[src/rtl/robo_coletor_param_pkg.sv]
// Shared definitions for the collector-robot controller.
// Holds the 3-bit state codes, the asserted level for the sensor inputs,
// and the wall-following navigation rule. The top level and the bench
// both import this package.
package robo_coletor_param_pkg;

    // Asserted level of every sensor input.
    localparam logic ACTIVE = 1'b1;

    // State codes as they appear on state_out. Code 3'd7 is unused and
    // treated as illegal.
    typedef enum logic [2:0] {
        STAND_BY        = 3'd0,
        SEARCH_THE_WALL = 3'd1,
        FOLLOW_THE_WALL = 3'd2,
        TURN_90         = 3'd3,
        COLLECT_TRASH   = 3'd4,
        BIN_FULL        = 3'd5,
        TRAPPED         = 3'd6
    } state_e;

    // Navigation rule used by the three moving states. The first match wins.
    // The caller decides separately whether a TURN_90 result becomes TRAPPED.
    function automatic state_e nav_next(
        input logic under,
        input logic barrier,
        input logic bin_is_full,
        input logic head,
        input logic left
    );
        state_e nxt;
        if (under == ACTIVE) begin
            nxt = STAND_BY;
        end else if ((barrier == ACTIVE) && !bin_is_full) begin
            nxt = COLLECT_TRASH;
        end else if (barrier == ACTIVE) begin
            nxt = BIN_FULL;
        end else if (head == ACTIVE) begin
            nxt = TURN_90;
        end else if (left == ACTIVE) begin
            nxt = FOLLOW_THE_WALL;
        end else begin
            nxt = SEARCH_THE_WALL;
        end
        return nxt;
    endfunction

endpackage

[src/rtl/robo_coletor_param_if.sv]
// Sensor/actuator bundle between the robot and the controller.
//   slave  : controller side. Sensors are inputs; motor, arm, status and
//            debug signals are outputs.
//   master : robot/bench side. This is the mirror image of slave.
// CNT_W must match the CNT_W of the controller that uses the bundle.
interface robo_coletor_param_if #(
    parameter int CNT_W = 4
);
    logic             head;
    logic             left;
    logic             barrier;
    logic             under;
    logic             empty_bin;
    logic             advance;
    logic             turn;
    logic             collect;
    logic             bin_full;
    logic             trapped;
    logic [CNT_W-1:0] trash_count;
    logic [2:0]       state_out;

    modport master (
        output head, left, barrier, under, empty_bin,
        input  advance, turn, collect, bin_full, trapped, trash_count, state_out
    );

    modport slave (
        input  head, left, barrier, under, empty_bin,
        output advance, turn, collect, bin_full, trapped, trash_count, state_out
    );
endinterface

[src/rtl/robo_coletor_param_contador.sv]
// robo_contador: a parametrised up-counter.
// Ports:
//   clock, reset : rising-edge clock and asynchronous active-high reset.
//   clr          : synchronous clear. It takes priority over en.
//   en           : count up by one.
//   count        : current value.
//   terminal     : high while count equals TERMINAL.
module robo_contador #(
    parameter int               WIDTH    = 4,
    parameter logic [WIDTH-1:0] TERMINAL = {WIDTH{1'b1}}
) (
    input  logic             clock,
    input  logic             reset,
    input  logic             clr,
    input  logic             en,
    output logic [WIDTH-1:0] count,
    output logic             terminal
);
    logic [WIDTH-1:0] count_q;
    logic [WIDTH-1:0] count_d;

    // Next count: a clear wins over an increment.
    always_comb begin
        count_d = count_q;
        if (clr) begin
            count_d = '0;
        end else if (en) begin
            count_d = count_q + WIDTH'(1);
        end else begin
            count_d = count_q;
        end
    end

    // Count register.
    always_ff @(posedge clock or posedge reset) begin
        if (reset) begin
            count_q <= '0;
        end else begin
            count_q <= count_d;
        end
    end

    assign count    = count_q;
    assign terminal = (count_q == TERMINAL);
endmodule

[src/rtl/robo_coletor_param.sv]
// Collector-robot controller.
// It runs a wall-following FSM and holds a timed collect phase for each
// item. It also keeps a bin-occupancy count with a full/empty handshake,
// and detects when the robot has been turning in place too long.
// Ports:
//   clock, reset : rising-edge clock and asynchronous active-high reset.
//   bus (slave)  : sensors head/left/barrier/under/empty_bin in;
//                  advance/turn/collect/bin_full/trapped/trash_count/state_out out.
// Every output comes straight from a flop, so there is no combinational
// path from an input to an output.
module robo_coletor_param
    import robo_coletor_param_pkg::*;
#(
    parameter int COLLECT_CYCLES = 4,
    parameter int TURN_LIMIT     = 8,
    parameter int BIN_CAPACITY   = 15,
    parameter int CNT_W          = 4
) (
    input  logic                 clock,
    input  logic                 reset,
    robo_coletor_param_if.slave  bus
);
    localparam int               COL_W = (COLLECT_CYCLES > 1) ? $clog2(COLLECT_CYCLES) : 1;
    localparam int               TRN_W = $clog2(TURN_LIMIT);
    localparam logic [CNT_W-1:0] CAP   = CNT_W'(BIN_CAPACITY);

    state_e           state_q, state_d;
    logic [CNT_W-1:0] trash_count_q, trash_count_d;
    logic             advance_q, advance_d;
    logic             turn_q, turn_d;
    logic             collect_q, collect_d;
    logic             bin_full_q, bin_full_d;
    logic             trapped_q, trapped_d;

    logic             col_clr_s, col_en_s, col_term_s;
    logic             trn_clr_s, trn_en_s, trn_term_s;
    logic [COL_W-1:0] col_count_s;
    logic [TRN_W-1:0] trn_count_s;
    state_e           nav_s;

    // Collect timer. Its terminal value marks the last cycle of collecting.
    robo_contador #(
        .WIDTH    (COL_W),
        .TERMINAL (COL_W'(COLLECT_CYCLES - 1))
    ) u_collect_timer (
        .clock    (clock),
        .reset    (reset),
        .clr      (col_clr_s),
        .en       (col_en_s),
        .count    (col_count_s),
        .terminal (col_term_s)
    );

    // Turn timer. It counts TURN_90 cycles spent with a wall still ahead.
    robo_contador #(
        .WIDTH    (TRN_W),
        .TERMINAL (TRN_W'(TURN_LIMIT - 1))
    ) u_turn_timer (
        .clock    (clock),
        .reset    (reset),
        .clr      (trn_clr_s),
        .en       (trn_en_s),
        .count    (trn_count_s),
        .terminal (trn_term_s)
    );

    // Next-state logic.
    always_comb begin
        state_d = STAND_BY;
        nav_s   = nav_next(bus.under, bus.barrier, (trash_count_q >= CAP),
                           bus.head, bus.left);
        case (state_q)
            STAND_BY:        state_d = (bus.under == ACTIVE) ? STAND_BY : SEARCH_THE_WALL;
            SEARCH_THE_WALL: state_d = nav_s;
            FOLLOW_THE_WALL: state_d = nav_s;
            TURN_90: begin
                // Only a plain "keep turning" outcome can escalate to TRAPPED.
                // Any higher-priority rule wins over it.
                if ((nav_s == TURN_90) && trn_term_s) begin
                    state_d = TRAPPED;
                end else begin
                    state_d = nav_s;
                end
            end
            COLLECT_TRASH: begin
                if (bus.under == ACTIVE) begin
                    state_d = STAND_BY;
                end else if (col_term_s) begin
                    state_d = SEARCH_THE_WALL;
                end else begin
                    state_d = COLLECT_TRASH;
                end
            end
            BIN_FULL:        state_d = (bus.empty_bin == ACTIVE) ? STAND_BY : BIN_FULL;
            TRAPPED:         state_d = (bus.under == ACTIVE) ? STAND_BY : TRAPPED;
            default:         state_d = STAND_BY;
        endcase
    end

    // Timer controls. A timer clears whenever the FSM is not staying in
    // its state. That covers every exit, and also keeps the timer at zero
    // before the next entry.
    always_comb begin
        col_clr_s = (state_d != COLLECT_TRASH);
        col_en_s  = (state_q == COLLECT_TRASH);
        trn_clr_s = (state_d != TURN_90);
        trn_en_s  = (state_q == TURN_90) && (bus.head == ACTIVE);
    end

    // Bin occupancy.
    // A finished collect adds one item; an abort adds nothing.
    // empty_bin is ignored while collecting. In every other state,
    // including BIN_FULL, it empties the bin.
    always_comb begin
        trash_count_d = trash_count_q;
        if (state_q == COLLECT_TRASH) begin
            if ((bus.under != ACTIVE) && col_term_s && (trash_count_q < CAP)) begin
                trash_count_d = trash_count_q + CNT_W'(1);
            end else begin
                trash_count_d = trash_count_q;
            end
        end else if (bus.empty_bin == ACTIVE) begin
            trash_count_d = '0;
        end else begin
            trash_count_d = trash_count_q;
        end
    end

    // Moore output decode. It is taken from the next state, so the
    // registered outputs line up with the state register.
    always_comb begin
        advance_d  = 1'b0;
        turn_d     = 1'b0;
        collect_d  = 1'b0;
        bin_full_d = 1'b0;
        trapped_d  = 1'b0;
        case (state_d)
            SEARCH_THE_WALL: advance_d  = 1'b1;
            FOLLOW_THE_WALL: advance_d  = 1'b1;
            TURN_90:         turn_d     = 1'b1;
            COLLECT_TRASH:   collect_d  = 1'b1;
            BIN_FULL:        bin_full_d = 1'b1;
            TRAPPED:         trapped_d  = 1'b1;
            default:         advance_d  = 1'b0;
        endcase
    end

    // State, bin count and output registers.
    always_ff @(posedge clock or posedge reset) begin
        if (reset) begin
            state_q       <= STAND_BY;
            trash_count_q <= '0;
            advance_q     <= 1'b0;
            turn_q        <= 1'b0;
            collect_q     <= 1'b0;
            bin_full_q    <= 1'b0;
            trapped_q     <= 1'b0;
        end else begin
            state_q       <= state_d;
            trash_count_q <= trash_count_d;
            advance_q     <= advance_d;
            turn_q        <= turn_d;
            collect_q     <= collect_d;
            bin_full_q    <= bin_full_d;
            trapped_q     <= trapped_d;
        end
    end

    assign bus.advance     = advance_q;
    assign bus.turn        = turn_q;
    assign bus.collect     = collect_q;
    assign bus.bin_full    = bin_full_q;
    assign bus.trapped     = trapped_q;
    assign bus.trash_count = trash_count_q;
    assign bus.state_out   = state_q;

    // The timer values are observed only through their terminal flags.
    logic unused_s;
    assign unused_s = ^{col_count_s, trn_count_s};
endmodule
[src/flat_wrapper.sv]
// flat-port wrapper written by rule: the top's interface ports become plain ports
module robo_coletor_param_flat import robo_coletor_param_pkg::*;
#(
    parameter int COLLECT_CYCLES = 4,
    parameter int TURN_LIMIT     = 8,
    parameter int BIN_CAPACITY   = 15,
    parameter int CNT_W          = 4
)
  (clock, reset, bus_head, bus_left, bus_barrier, bus_under, bus_empty_bin, bus_advance, bus_turn, bus_collect, bus_bin_full, bus_trapped, bus_trash_count, bus_state_out);
  robo_coletor_param_if #(.CNT_W(CNT_W)) bus_i ();
  input  logic clock;
  input  logic reset;
  input wire logic [$bits(bus_i.head)-1:0] bus_head;
  input wire logic [$bits(bus_i.left)-1:0] bus_left;
  input wire logic [$bits(bus_i.barrier)-1:0] bus_barrier;
  input wire logic [$bits(bus_i.under)-1:0] bus_under;
  input wire logic [$bits(bus_i.empty_bin)-1:0] bus_empty_bin;
  output wire logic [$bits(bus_i.advance)-1:0] bus_advance;
  output wire logic [$bits(bus_i.turn)-1:0] bus_turn;
  output wire logic [$bits(bus_i.collect)-1:0] bus_collect;
  output wire logic [$bits(bus_i.bin_full)-1:0] bus_bin_full;
  output wire logic [$bits(bus_i.trapped)-1:0] bus_trapped;
  output wire logic [$bits(bus_i.trash_count)-1:0] bus_trash_count;
  output wire logic [$bits(bus_i.state_out)-1:0] bus_state_out;
  assign bus_i.head = bus_head;
  assign bus_i.left = bus_left;
  assign bus_i.barrier = bus_barrier;
  assign bus_i.under = bus_under;
  assign bus_i.empty_bin = bus_empty_bin;
  assign bus_advance = bus_i.advance;
  assign bus_turn = bus_i.turn;
  assign bus_collect = bus_i.collect;
  assign bus_bin_full = bus_i.bin_full;
  assign bus_trapped = bus_i.trapped;
  assign bus_trash_count = bus_i.trash_count;
  assign bus_state_out = bus_i.state_out;
  robo_coletor_param #(.COLLECT_CYCLES(COLLECT_CYCLES), .TURN_LIMIT(TURN_LIMIT), .BIN_CAPACITY(BIN_CAPACITY), .CNT_W(CNT_W)) u_core (.clock(clock), .reset(reset), .bus(bus_i));
endmodule
[config.mk]
export PLATFORM = sky130hd
export DESIGN_NAME = robo_coletor_param_flat
export DESIGN_NICKNAME = d
export VERILOG_FILES = /design/src/rtl/robo_coletor_param_pkg.sv /design/src/rtl/robo_coletor_param_if.sv /design/src/rtl/robo_coletor_param_contador.sv /design/src/rtl/robo_coletor_param.sv /design/src/flat_wrapper.sv
export SDC_FILE = /design/constraint.sdc
export NUM_CORES = 1
export LEC_CHECK = 0
export ABC_AREA = 1
export CAP_MARGIN = 20
export CORE_MARGIN = 10
export CORE_UTILIZATION = 45
export CTS_BUF_LIST = sky130_fd_sc_hd__clkbuf_16
export DETAILED_ROUTE_END_ITERATION = 8
export PLACE_DENSITY = 0.74
export SLEW_MARGIN = 25
export SYNTH_ARGS = -nofsm -noshare
export SYNTH_HDL_FRONTEND = slang
export SYNTH_SLANG_ARGS = --single-unit
[constraint.sdc]
create_clock -name clock -period 1.3 [get_ports clock]
set_input_delay 0.26 -clock clock [delete_from_list [all_inputs] [get_ports clock]]
set_output_delay 0.26 -clock clock [all_outputs]
set_load 0.02 [all_outputs]
==> metrics.md <==
| Metric | Value |
|---|---|
| Status | `finished, violations left` |
| Failing checks | `setup timing` |
| Simple-gate share of the synthesized area | `0.383` |
| Yosys top cell area share | `0.443` |
| Cells after Synth | `120` |
| CP Data Required Time | `1.47 ns` |
| Max Root-Sink Buffers | `2` |
| CTS Buf Count | `3` |
| Residual DRC | `0` |
| Unrepaired setup endpoints after global routing | `yes` |
| TritonCTS clock tree | `done` |
| Warnings, synthesis | `0` |
| Die area | `4380 sq um` |
| Pre-antenna DRT Iters | `4` |
| Worst slew pin tran | `0.298 ns` |
| Buffers added on ports | `18` |
| Clock sink count | `17` |
| Lkg Pwr | `0.959 nW` |
| Critical Path Fanout Max | `4` |
| FF+latch count, synth | `17` |
| Largest family of logic cells by synthesized area | `simple AND/OR/NAND/NOR gates` |
| Dominant synthesized flop cell | `dfrtp_1` |
| Die Ht | `66.2 um` |
| Crit path largest cell delay | `0.45 ns` |
| Remaining antenna violation count after routing | `0` |
| Worst setup SP type | `flip-flop` |
| Hold buffer count at CTS | `0` |
| Synth Area in Compound Gates | `0.0286` |
| Synth-to-layout area growth | `98.6%` |
| Final period util | `1.21` |
| Cell Pwr Density | `1470 nW/um^2` |
| ANT cells | `0` |
| Fraction of layout cells with a size suffix above 1 | `0.658` |
| Drt total wl | `5.01 mm` |
| Synth area leader | `dfrtp_1` |
| CORE AREA | `2000 sq um` |
| Cell Area, Synth | `961 sq um` |
| Seq/Total Area, Yosys | `0.443` |
| Max_cap viols | `0` |
| Final Setup Violations | `16` |
| Starting Density | `0.480` |
| Most frequent cells after synthesis | `nand3_1, nand2_1, dfrtp_1` |
| Die width | `66.2 um` |
| Fin. max-slew vios | `0` |
| # rows | `16` |
| Worst Path Class, Setup | `reg2reg` |
| Worst min-delay path class | `in2async` |
| Antenna violations before repair | `0` |
| Fin worst setup slack | `-0.276 ns` |
| First-pass GRT wire length | `5.42 mm` |
| Filler cell count | `46` |
| Post-synth net total | `131` |
| Worst-Skew Late Latency | `0.25 ns` |
| Sequential cell area | `432 sq um` |
| Arr. time, crit path | `1.75 ns` |
| Mux cell area share after synthesis | `0` |
| Final min period | `1.58 ns` |
| Final #Nets | `196` |
| CTS root buf | `clkbuf_16` |
| Adder-cell share of the synthesized area | `0.0521` |
| Placed Cells | `190` |
| Total power | `2.80 mW` |
| Skew final | `0.00317 ns` |
| Unique cell type count in the Yosys netlist | `17` |
| Final Hold Viols | `0` |
| Global Route Usage Sum | `0.157` |
| Io pins | `19` |
| Per-cell routed wire length | `23.7 um` |
| Post-synth EDFFs | `0` |
| Worst vdd ir | `1.56 mV` |
| Crit end category | `flip-flop` |
| Clk slew on worst S/H paths | `0.05 ns` |
| Post-Layout Cell Count | `211` |
| Routability Congestion | `0.942` |
| Final global-route overflow total | `0` |
| Multi-input logic area | `796 sq um` |
| Detailed Place HPWL | `1.86 mm` |
| Fmax | `635 MHz` |
| Total number of vias | `1250` |
| Routed vias/inst | `5.92` |
| Post-place setup slack | `-0.393 ns` |
| Async SR Flop Fraction | `1.00` |
| Vias in the first global route | `1101` |
| Initial DRC Count | `137` |
| Worst path cell trace | `buf_4, nand2_1, inv_1, nand3_2, nand3_2, nand2_4, nand2_4, a21oi_2` |
| CTS H-tree depth | `1` |
| Largest net degree at the start of global routing | `18` |
| XOR/XNOR Fraction of Synth Area | `0.0273` |
| Avg Cell Area, Syn | `8.01 sq um` |
| Crit-path slowest cell | `dfrtp_2` |
| Synth area leaders | `dfrtp_1, nand3_1, nand2_1, inv_1, ha_1` |
| Slew margin rel. | `0.801` |
| Dominant cell by count in the synthesized netlist | `nand3_1` |
[kinds of logic after synthesis]
family / count (synthesis)
simple gates: 75
buf+inv: 17
flops: 17
compound gates: 4
fa+ha+maj: 4
xor+xnor: 3
[sequential cells by signal, indices dropped and copies added (netlist names)]
register and count:
u_core.bus.trapped 1, u_core.bus.bin_full 1, u_core.bus.collect 1, u_core.u_collect_timer.count 2
u_core.bus.state_out 3, u_core.u_turn_timer.count 3, u_core.bus.trash_count 4, u_core.bus.turn 1
u_core.bus.advance 1
[metal layers]
metal	wire, um	track usage	up-vias
li1	-	-	516
met1	1790	0.190	609
met2	2480	0.267	101
met3	517	0.0373	24
met4	214	0.0497	0
met5	0	0	-
[through the flow]
stage	hold slack, ns	util	cell area [sq um]	setup TNS [ns]
2_1_floorplan	0.186	-	1000	-0.142
3_3_place_gp	0.529	0.708	1420	-4.30
3_5_place_dp	0.535	0.708	1420	-4.98
4_1_cts	0.329	0.829	1660	-0.577
5_1_grt	0.405	0.953	1910	-3.59
6_report	0.354	0.953	1910	-2.73
[cell usage in the layout, fill, tap and decap left out, types with 4 or more instances in the layout]
| master | n |
|---|---|
| buf_4 | 35 |
| buf_6 | 6 |
| dfrtp_1 | 12 |
| dfrtp_2 | 5 |
| dlygate4sd2_1 | 11 |
| inv_1 | 10 |
| inv_2 | 7 |
| nand2_1 | 14 |
| nand2_2 | 4 |
| nand2_4 | 8 |
| nand3_1 | 5 |
| nand3_2 | 13 |
| nand3_4 | 7 |
| nor2_2 | 6 |
| nor2_4 | 9 |
| nor3_2 | 4 |
[worst paths after layout]
kind	start	endpoint	slack, ns	cells after the start
setup / recovery	u_core.bus.state_out[1]	u_core.u_turn_timer.count[1]	-0.28	8
hold / removal	reset	u_core.bus.trapped	0.35	3
setup reg to reg	u_core.bus.state_out[1]	u_core.u_turn_timer.count[1]	-0.28	8
hold reg to reg	u_core.u_turn_timer.count[1]	u_core.u_turn_timer.count[1]	0.61	2
max in group asynchronous	reset	u_core.bus.state_out[1]	0.73	3
min in group clock	bus_empty_bin	u_core.bus.trash_count[3]	0.52	4
[worst max-delay path, delay by kind of cell (launching register included)]
family / cells / cell delay, ns
simple gates: 5 / 0.66
flops: 1 / 0.45
buf+inv: 2 / 0.25
compound gates: 1 / 0.13
[power breakdown]
part | total (mW) | switching (mW) | internal [mW] | leakage, nW
Combinational | 1.48 | 0.918 | 0.562 | 0.692
Clock | 0.616 | 0.208 | 0.409 | 0.0423
Sequential | 0.706 | 0.0881 | 0.618 | 0.225
Total | 2.80 | 1.21 | 1.59 | 0.959
[repair_timing]
item | 4_1_cts | 5_1_grt
setup buffers | 7 | 10
resized for setup | 58 | 46
setup endpoints to repair | 26 | 17
pin swaps | 18 | 28
[cell type report]
cell class / instances / share of cell area
clock buffer: 3 / 0.0393
clock inverter: 1 / 0.00197
inverter: 17 / 0.0348
multi-input combinational: 86 / 0.417
sequential: 17 / 0.226
tap: 27 / 0.0177
timing repair buffer: 60 / 0.263
Power figures use the tool's default switching activity.
